<file path="config.mk">
export PLATFORM = sky130hd
export DESIGN_NAME = param_menu_selector
export DESIGN_NICKNAME = d
export VERILOG_FILES = /design/src/rtl/param_menu_pkg.sv /design/src/rtl/param_menu_key_filter.sv /design/src/rtl/param_menu_selector.sv
export SDC_FILE = /design/constraint.sdc
export NUM_CORES = 1
export LEC_CHECK = 0
export BUFFER_PORTS_ARGS = -buffer_cell sky130_fd_sc_hd__buf_4
export CAP_MARGIN = 20
export CORE_MARGIN = 2
export CORE_UTILIZATION = 55
export CTS_BUF_LIST = sky130_fd_sc_hd__clkbuf_8 sky130_fd_sc_hd__clkbuf_16
export CTS_CLUSTER_DIAMETER = 150
export CTS_CLUSTER_SIZE = 24
export DETAILED_ROUTE_END_ITERATION = 8
export PLACE_DENSITY = 0.75
export SYNTH_ARGS = -nofsm -noshare
export SYNTH_HDL_FRONTEND = slang
export SYNTH_SLANG_ARGS = --single-unit
export TNS_END_PERCENT = 10
</file>
<file path="constraint.sdc">
create_clock -name clk -period 2.9 [get_ports clk]
set_input_delay 0.145 -clock clk [delete_from_list [all_inputs] [get_ports clk]]
set_output_delay 0.145 -clock clk [all_outputs]
set_load 0.02 [all_outputs]
</file>
<file path="src/rtl/param_menu_pkg.sv">
// Shared types and helpers for the parameter menu selector.
package param_menu_pkg;

    typedef enum logic [1:0] {
        StIdle        = 2'd0,
        StBrowse      = 2'd1,
        StRestoreWait = 2'd2
    } state_e;

    localparam int unsigned CntW = 16;

    function automatic int unsigned idx_width(input int unsigned n);
        return (n <= 2) ? 1 : $clog2(n);
    endfunction

    function automatic logic [CntW-1:0] sat_inc(input logic [CntW-1:0] v);
        return (&v) ? v : v + CntW'(1);
    endfunction

endpackage

</file>
<file path="src/rtl/param_menu_key_filter.sv">
// Synchronises one raw key and debounces it on the ms tick; emits level and press pulse.
module param_menu_key_filter import param_menu_pkg::*; #(
    parameter int unsigned DEBOUNCE_MS        = 20,
    parameter bit          KEY_RELEASED_VALUE = 1'b1
) (
    input  logic clk_i,
    input  logic rst_i,
    input  logic tick_i,
    input  logic key_i,
    output logic pressed_o,
    output logic press_o
);

    logic [1:0]      sync_q;
    logic            pressed_q, pressed_d;
    logic            press_q, press_d;
    logic [CntW-1:0] cnt_q, cnt_d;
    logic            raw_pressed;

    assign raw_pressed = (sync_q[1] != KEY_RELEASED_VALUE);

    always_comb begin
        pressed_d = pressed_q;
        cnt_d     = cnt_q;
        // Any sample agreeing with the debounced level restarts the stability count.
        if (raw_pressed == pressed_q) begin
            cnt_d = '0;
        end else if (tick_i) begin
            if (sat_inc(cnt_q) >= CntW'(DEBOUNCE_MS)) begin
                pressed_d = raw_pressed;
                cnt_d     = '0;
            end else begin
                cnt_d = sat_inc(cnt_q);
            end
        end
        press_d = pressed_d & ~pressed_q;
    end

    always_ff @(posedge clk_i or posedge rst_i) begin
        if (rst_i) begin
            sync_q    <= {2{KEY_RELEASED_VALUE}};
            pressed_q <= 1'b0;
            press_q   <= 1'b0;
            cnt_q     <= '0;
        end else begin
            sync_q    <= {sync_q[0], key_i};
            pressed_q <= pressed_d;
            press_q   <= press_d;
            cnt_q     <= cnt_d;
        end
    end

    assign pressed_o = pressed_q;
    assign press_o   = press_q;

endmodule

</file>
<file path="src/rtl/param_menu_selector.sv">
// Menu controller: debounced NEXT/PREV/RESTORE keys drive a one-hot cell select and restore pulse.
// Optional idle timeout back to IDLE when PARAM_MENU_TIMEOUT_EN is defined.
module param_menu_selector import param_menu_pkg::*; #(
    parameter int unsigned NUM_PARAMS         = 8,
    parameter int unsigned DEBOUNCE_MS        = 20,
    parameter int unsigned RESTORE_HOLD_MS    = 1000,
    parameter int unsigned IDLE_TIMEOUT_MS    = 10000,
    parameter bit          KEY_RELEASED_VALUE = 1'b1,
    localparam int unsigned IDX_W             = idx_width(NUM_PARAMS)
) (
    input  logic                  clk,
    input  logic                  reset,
    input  logic                  clk_ms,
    input  logic                  akey_next,
    input  logic                  akey_prev,
    input  logic                  akey_restore,
    output logic [NUM_PARAMS-1:0] selected,
    output logic [IDX_W-1:0]      sel_index,
    output logic                  restore,
    output logic                  menu_active
);

    localparam logic [IDX_W-1:0] LastIdx = IDX_W'(NUM_PARAMS - 1);

    logic            ms_s1_q, ms_s2_q, ms_s3_q;
    logic            tick;
    logic            press_next, press_prev, press_restore;
    logic            held_next, held_prev, restore_held;

    state_e                state_q, state_d;
    logic [IDX_W-1:0]      sel_idx_q, sel_idx_d;
    logic [CntW-1:0]       hold_q, hold_d;
    logic                  restore_q, restore_d;
    logic [NUM_PARAMS-1:0] selected_q, selected_d;
    logic                  menu_q, menu_d;
`ifdef PARAM_MENU_TIMEOUT_EN
    logic [CntW-1:0]       idle_q, idle_d;
    logic                  activity;
`endif

    assign tick = ms_s2_q & ~ms_s3_q;

    param_menu_key_filter #(
        .DEBOUNCE_MS       (DEBOUNCE_MS),
        .KEY_RELEASED_VALUE(KEY_RELEASED_VALUE)
    ) u_key_next (
        .clk_i    (clk),
        .rst_i    (reset),
        .tick_i   (tick),
        .key_i    (akey_next),
        .pressed_o(held_next),
        .press_o  (press_next)
    );

    param_menu_key_filter #(
        .DEBOUNCE_MS       (DEBOUNCE_MS),
        .KEY_RELEASED_VALUE(KEY_RELEASED_VALUE)
    ) u_key_prev (
        .clk_i    (clk),
        .rst_i    (reset),
        .tick_i   (tick),
        .key_i    (akey_prev),
        .pressed_o(held_prev),
        .press_o  (press_prev)
    );

    param_menu_key_filter #(
        .DEBOUNCE_MS       (DEBOUNCE_MS),
        .KEY_RELEASED_VALUE(KEY_RELEASED_VALUE)
    ) u_key_restore (
        .clk_i    (clk),
        .rst_i    (reset),
        .tick_i   (tick),
        .key_i    (akey_restore),
        .pressed_o(restore_held),
        .press_o  (press_restore)
    );

    always_comb begin
        state_d   = state_q;
        sel_idx_d = sel_idx_q;
        hold_d    = hold_q;
        restore_d = 1'b0;
        case (state_q)
            StIdle: begin
                hold_d = '0;
                if (press_next || press_prev) begin
                    state_d = StBrowse;
                end
            end
            StBrowse: begin
                if (press_next && !press_prev) begin
                    sel_idx_d = (sel_idx_q == LastIdx) ? '0 : sel_idx_q + IDX_W'(1);
                end else if (press_prev && !press_next) begin
                    sel_idx_d = (sel_idx_q == '0) ? LastIdx : sel_idx_q - IDX_W'(1);
                end
                if (!restore_held) begin
                    hold_d = '0;
                end else if (tick) begin
                    hold_d = sat_inc(hold_q);
                    if (hold_d >= CntW'(RESTORE_HOLD_MS)) begin
                        restore_d = 1'b1;
                        hold_d    = '0;
                        state_d   = StRestoreWait;
                    end
                end
            end
            StRestoreWait: begin
                hold_d = '0;
                if (!restore_held) begin
                    state_d = StBrowse;
                end
            end
            default: begin
                state_d = StIdle;
                hold_d  = '0;
            end
        endcase

`ifdef PARAM_MENU_TIMEOUT_EN
        activity = press_next | press_prev | restore_held;
        idle_d   = idle_q;
        if (state_q != StBrowse || activity) begin
            idle_d = '0;
        end else if (tick) begin
            idle_d = sat_inc(idle_q);
            if (idle_d >= CntW'(IDLE_TIMEOUT_MS)) begin
                idle_d  = '0;
                state_d = StIdle;
            end
        end
`endif

        menu_d     = (state_d != StIdle);
        selected_d = menu_d ? (NUM_PARAMS'(1) << sel_idx_d) : '0;
    end

    always_ff @(posedge clk or posedge reset) begin
        if (reset) begin
            ms_s1_q    <= 1'b0;
            ms_s2_q    <= 1'b0;
            ms_s3_q    <= 1'b0;
            state_q    <= StIdle;
            sel_idx_q  <= '0;
            hold_q     <= '0;
            restore_q  <= 1'b0;
            selected_q <= '0;
            menu_q     <= 1'b0;
`ifdef PARAM_MENU_TIMEOUT_EN
            idle_q     <= '0;
`endif
        end else begin
            ms_s1_q    <= clk_ms;
            ms_s2_q    <= ms_s1_q;
            ms_s3_q    <= ms_s2_q;
            state_q    <= state_d;
            sel_idx_q  <= sel_idx_d;
            hold_q     <= hold_d;
            restore_q  <= restore_d;
            selected_q <= selected_d;
            menu_q     <= menu_d;
`ifdef PARAM_MENU_TIMEOUT_EN
            idle_q     <= idle_d;
`endif
        end
    end

    // Pressed levels of NEXT/PREV and the RESTORE press edge are not needed by the menu logic.
    logic unused_keys;
    assign unused_keys = held_next ^ held_prev ^ press_restore;

    assign selected    = selected_q;
    assign sel_index   = sel_idx_q;
    assign restore     = restore_q;
    assign menu_active = menu_q;

endmodule
</file>
==> flow_metrics.env, run 1 <==
export IMPL_status="finished, final reports clean"
export IMPL_final_net_count=533
export IMPL_synth_area_um2=4840
export IMPL_port_buffer_count=18
export IMPL_layout_common_cells="dfrtp_1 (87), nand2_1 (41), nor2_1 (40), and2_1 (38), nand3_1 (27)"
export IMPL_drtIter0Drc=157
export IMPL_power_density_nw_per_um2=439
export IMPL_via_count=3743
export IMPL_die_y_um=97.8
export IMPL_numClockSinks=93
export IMPL_tritoncts="yes"
export IMPL_synth_area_per_cell_um2=9.64
export IMPL_period_minus_slack_ps=2580
export IMPL_slew_limit_headroom_pct=43.9
export IMPL_r2r_slack_ps=320
export IMPL_hold_path_class="reg -> reg"
export IMPL_max_clock_path_buffers=2
export IMPL_p_leak_nw=2.32
export IMPL_fmax_mhz=387
export IMPL_cts_setup_buffers=0
export IMPL_grt_pass1_vias=3523
export IMPL_die_w_um=97.8
export IMPL_ctsResizeCount=0
export IMPL_antenna_cells=0
export IMPL_final_common_cell="dfrtp_1"
export IMPL_fin_setup_tns_ps=0
export IMPL_grt_pass1_wl_um=15800
export IMPL_die_area_um2=9570
export IMPL_ys_ff_latch=93
export IMPL_ir_worst_vdd_uv=320
export IMPL_pin_count=19
export IMPL_timing_hold_ws_ps=359
export IMPL_drv_slew=0
export IMPL_finalSetupViolations=0
export IMPL_tightest_slew_ps=838
export IMPL_clock_latency_ps=360
export IMPL_drive_gt1_share_pct=13.0
export IMPL_regArea_um2=2330
export IMPL_stdcell_area_um2=5300
export IMPL_worstPathMaxFanout=8
export IMPL_n_fill_cell=724
export IMPL_required_ps=3180
export IMPL_wl_um=9070
export IMPL_dpl_hpwl_um=6370
export IMPL_drv_cap=0
export IMPL_ys_types=67
export IMPL_worst_clock_skew_ps=7.70
export IMPL_antenna_found_initial=0
export IMPL_ant_nets=0
export IMPL_synth_seq_area_share_pct=48.2
export IMPL_cts_buffers_inserted=9
export IMPL_place_congestion=0.843
export IMPL_min_period_over_period_pct=89.0
export IMPL_drt_vias_per_instance=5.92
export IMPL_coreArea_um2=8640
export IMPL_num_rows=34
export IMPL_cp_start_kind="flip-flop"
export IMPL_h_tree_depth=3
export IMPL_place_area_um2=5030
export IMPL_synth_edf_count=0
export IMPL_multi_input_area_um2=2310
export IMPL_drc=0
export IMPL_synthArstFlopShare_pct=100
export IMPL_grtUsageTotal_pct=19.8
export IMPL_dr_pass1_iters=4
export IMPL_critPathKind="reg -> reg"
export IMPL_rsz0062_at_grt="false"
export IMPL_start_util_pct=56.1
export IMPL_area_delta_synth_final_pct=9.46
export IMPL_routedWlPerCell_um=14.4
export IMPL_netlist_instances=502
export IMPL_layoutNonFillerInstCount=632
export IMPL_placed_cells=611
export IMPL_hold_violations=0
export IMPL_grt_overflow=0
export IMPL_synth_nets=516
export IMPL_crit_path_end_kind="flip-flop"
export IMPL_path_clk_slew_ps=80
export IMPL_arrival_ps=2860
export IMPL_clockRootBuffer="clkbuf_8"
export IMPL_grt_max_degree=40
export IMPL_yosys_warnings=0
export IMPL_synth_main_ff_cell="dfrtp_1"
logic make-up (layout without fill, tap and decap cells):
group	Yosys count	after routing	share of synthesized area, %
simple gates	242	242	27.9
compound gates	99	99	13.8
flops	93	93	48.2
buf+inv	40	62	4.14
xor+xnor	11	11	1.99
mux	9	9	1.91
fa+ha+maj	8	8	2.07
power breakdown:
group	switching (mW)	leakage (nW)	internal, mW
logic	0.0533	0.944	0.0230
clock network	0.450	0.103	0.481
registers	0.0102	1.27	1.31
through the flow:
stage	setup WS [ps]	power, mW	util [%]
after floorplan	345	1.39	-
after global placement	426	1.42	58.3
after detailed placement	351	1.42	58.3
after CTS	332	2.35	61.4
after global routing	32.2	2.41	61.4
final	318	2.33	61.4
Yosys cell counts (all sizes together), types with 2 or more instances:
library cell	n	area [um2]
nor4	11	90.1
xnor2	5	43.8
and4	9	78.8
clkbuf	14	73.8
nand2b	5	31.3
nor3b	2	15.0
dfrtp	87	2180
or4	2	15.0
nand4	18	143
mux2	2	22.5
xor2	6	52.6
nor3	22	115
a21oi	27	139
nor2b	2	12.5
dfstp	6	158
buf	9	62.6
ha	8	100
nand3	28	145
a31o	2	17.5
inv	17	63.8
a21o	3	22.5
a41oi	2	17.5
o211ai	3	22.5
and2	38	238
nor2	40	150
or3	3	20.0
a21boi	2	15.0
o22ai	6	37.5
mux2i	7	70.1
a31oi	8	65.1
or2	2	12.5
o21ai	23	115
a2111oi	4	47.6
o2111ai	2	17.5
nand2	42	160
o211a	2	20.0
o31ai	4	30.0
and3	15	97.6
flip-flops by register name, summed over array words and instances (netlist names):
name / cells
u_key_restore.sync_q: 2
ms_s3_q: 1
u_key_prev.sync_q: 2
ms_s2_q: 1
ms_s1_q: 1
restore: 1
u_key_restore.cnt_q: 16
hold_q: 16
state_q: 2
u_key_next.sync_q: 2
u_key_prev.cnt_q: 16
u_key_next.cnt_q: 16
u_key_restore.pressed_o: 1
selected: 8
menu_active: 1
u_key_next.pressed_o: 1
sel_index: 3
u_key_prev.pressed_o: 1
u_key_prev.press_o: 1
u_key_next.press_o: 1
layer usage:
layer | vias to the layer above | part of all wire (%) | track usage (%)
met1 | 1810 | 47 | 26.1
met4 | 0 | 1.5 | 6.94
met2 | 66 | 49 | 33.3
met3 | 13 | 2.8 | 3.51
li1 | 1854 | - | -
met5 | - | 0 | 0
worst paths after layout:
path,startpoint,end,cells past startpoint
worst max register to register,u_key_next.cnt_q[0],u_key_next.cnt_q[2],8
worst min-delay path,u_key_next.sync_q[0],u_key_next.sync_q[1],0
worst min register to register,u_key_next.sync_q[0],u_key_next.sync_q[1],0
worst max-delay path,u_key_next.cnt_q[0],u_key_next.cnt_q[2],8
min in group asynchronous,reset,u_key_prev.cnt_q[3],3
max in group asynchronous,reset,sel_index[1],4
repair_timing:
action,4_1_cts,5_1_grt
endpoints found under the setup margin,0,0
hold buffers,5,0
endpoints found under the hold margin,33,0
area by class of cell:
cell class                      count  area share, %
Inverter                           17           1.23
Sequential cell                    93           44.1
Clock inverter                      7           1.72
Tap cell                          108           2.55
Clock buffer                        9           2.34
Multi-Input combinational cell    369           43.5
Timing Repair Buffer               29           4.58
critical path: stages (launching register included):
cell and delay, ps:
dfrtp_1 470, ha_1 290, and3_1 230, a2111oi_0 380
a21boi_0 250, o21ai_1 140, nor4_4 430, a21oi_1 130
nor3_1 190
(Power assumes the default switching activity.)
==> run 2, diff against run 1 <==
--- a/config.mk
+++ b/config.mk
@@ -13,7 +13,7 @@
 export CTS_CLUSTER_DIAMETER = 150
 export CTS_CLUSTER_SIZE = 24
 export DETAILED_ROUTE_END_ITERATION = 8
-export PLACE_DENSITY = 0.75
+export PLACE_DENSITY = 0.78
 export SYNTH_ARGS = -nofsm -noshare
 export SYNTH_HDL_FRONTEND = slang
 export SYNTH_SLANG_ARGS = --single-unit
==> constraint.sdc (replaced) <==
create_clock -name clk -period 2.3 [get_ports clk]
set_input_delay 0.115 -clock clk [delete_from_list [all_inputs] [get_ports clk]]
set_output_delay 0.115 -clock clk [all_outputs]
set_load 0.02 [all_outputs]
==> run 2 against run 1 <==
Against the previous run:
- core utilization increased by 7.9 points
- hold slack got worse by 28 ps
- critical endpoint is now u_key_restore.cnt_q[3]
- total power increased by 34%
- clock power increased by 45%
- register-to-register slack got worse by 320 ps
- sequential share of layout area decreased by 4.8 points
- the flow now finishes with violations (setup timing)
==> flow_metrics.env, run 2 (same netlist as run 1, synthesis figures left out) <==
export IMPL_path_clk_slew_ps=100
export IMPL_violations="setup timing"
export IMPL_coreArea_um2=8640
export IMPL_clockRootBuffer="clkbuf_8"
export IMPL_hold_violations=0
export IMPL_port_buffer_count=18
export IMPL_area_delta_synth_final_pct=23.5
export IMPL_die_y_um=97.8
export IMPL_hold_path_class="in -> async"
export IMPL_critPathKind="reg -> reg"
export IMPL_die_area_um2=9570
export IMPL_antenna_found_initial=0
export IMPL_antenna_cells=0
export IMPL_dr_pass1_iters=5
export IMPL_cp_start_kind="flip-flop"
export IMPL_period_minus_slack_ps=2300
export IMPL_via_count=4112
export IMPL_stdcell_area_um2=5980
export IMPL_numClockSinks=93
export IMPL_ir_worst_vdd_uv=351
export IMPL_dpl_hpwl_um=7220
export IMPL_final_net_count=588
export IMPL_power_density_nw_per_um2=523
export IMPL_drt_vias_per_instance=5.99
export IMPL_timing_hold_ws_ps=332
export IMPL_post_route_util_pct=69.2
export IMPL_final_common_cell="dfrtp_1"
export IMPL_grt_max_degree=36
export IMPL_place_congestion=0.869
export IMPL_grt_pass1_vias=4018
export IMPL_drv_slew=0
export IMPL_fmax_mhz=435
export IMPL_grt_overflow=0
export IMPL_place_area_um2=5350
export IMPL_crit_path_end_kind="flip-flop"
export IMPL_rsz0062_at_grt="true"
export IMPL_pin_count=19
export IMPL_slowest_delay_ps=510
export IMPL_slew_limit_headroom_pct=41.3
export IMPL_finalSetupViolations=1
export IMPL_status="finished, violations left"
export IMPL_required_ps=2590
export IMPL_p_leak_nw=2.67
export IMPL_drv_cap=0
export IMPL_grt_pass1_wl_um=18200
export IMPL_grtUsageTotal_pct=23.0
export IMPL_crit_path_top_delay_cell="or4_1"
export IMPL_path_cells="nand4_1 -> nor4_1 -> a41oi_1 -> or4_1 -> nor4bb_1 -> buf_4 -> a21oi_2 -> mux2i_1"
export IMPL_worst_clock_skew_ps=12.6
export IMPL_min_period_over_period_pct=100
export IMPL_die_w_um=97.8
export IMPL_tritoncts="yes"
export IMPL_drc=0
export IMPL_tightest_slew_ps=878
export IMPL_ant_nets=0
export IMPL_worstPathMaxFanout=8
export IMPL_num_rows=34
export IMPL_routedWlPerCell_um=15.9
export IMPL_cts_buffers_inserted=9
export IMPL_arrival_ps=2590
export IMPL_worst_slack_ps=-0.981
export IMPL_clock_latency_ps=360
export IMPL_start_util_pct=56.1
export IMPL_drtIter0Drc=201
export IMPL_layout_common_cells="dfrtp_1 (78), buf_4 (75), nand2_1 (40), nor2_1 (39), and2_1 (37)"
export IMPL_drive_gt1_share_pct=27.8
export IMPL_wl_um=10900
export IMPL_max_clock_path_buffers=2
export IMPL_h_tree_depth=3
-- run 2: cell count changes in the layout (fill, tap and decap cells not counted), moves of 3 or more --
cell     change
o21ai_0      -4
o21ai_1      +3
dfrtp_1      -9
nor4_1       -5
nor4_2       +3
and3_1       -3
o22ai_1      -3
o22ai_2      +3
and3_4       +3
buf_4       +52
dfrtp_2      +9
-- run 2: worst paths after layout --
| path | end | from | slack [ps] | cells after the start |
|---|---|---|---|---|
| setup / recovery | u_key_restore.cnt_q[3] | u_key_restore.cnt_q[13] | -1 | 8 |
| hold / removal | u_key_restore.pressed_o | reset | 330 | 3 |
| setup reg to reg | u_key_restore.cnt_q[3] | u_key_restore.cnt_q[13] | -1 | 8 |
| hold reg to reg | ms_s2_q | ms_s1_q | 350 | 0 |
| max in group asynchronous | u_key_next.sync_q[1] | reset | 1290 | 4 |
| min in group clk | ms_s2_q | ms_s1_q | 350 | 0 |
-- run 2: worst max-delay path: cells and delay by family (launching register included) --
family	cells	cell delay, ps
buffers and inverters	1	210
AND/OR/NAND/NOR	4	1220
flip-flops	1	450
multiplexers	1	160
AO/OA/AOI/OAI	2	190
-- run 2: cell type report --
class	count	area [um2]
clock inverter	6	116
tap	108	135
clock buffer	10	138
multi-input combinational	369	2510
sequential	93	2350
timing repair buffer	84	661
fill	626	2660
inverter	17	67.6
-- run 2: per-stage QoR --
stage	power [mW]	setup WS, ps	setup TNS, ps	instances
after global placement	1.80	-15.8	-22.5	653
after CTS	3.16	-8.02	-8.02	681
after floorplan	1.76	-44.7	-98.2	502
final	3.13	-0.981	-0.981	687
after global routing	3.23	-134	-966	687
after detailed placement	1.80	-141	-916	653
-- run 2: repair_timing --
action | CTS | global route
endpoints found under the hold margin | 21 | 0
setup endpoints to repair | 19 | 31
buffers inserted | 6 | 6
gates resized for setup | 22 | 38
hold buffers | 5 | 0
pin swaps | 12 | 10
cloned | 1 | 0
-- run 2: layer usage --
metal  GRT usage, %  wire length, um  vias up  part of all wire, %
li1               -                -     1967                    -
met3           3.08              311       17                  2.9
met4           9.29              189        0                  1.7
met1           30.2             4830     2034                   44
met2           38.8             5570       94                   51
met5              0                0        -                    0
-- run 2: where the power goes --
group          switching [mW]  internal, mW  total, mW
registers             0.00894          1.65       1.66
logic                  0.0767        0.0399      0.117
clock network           0.588         0.761       1.35
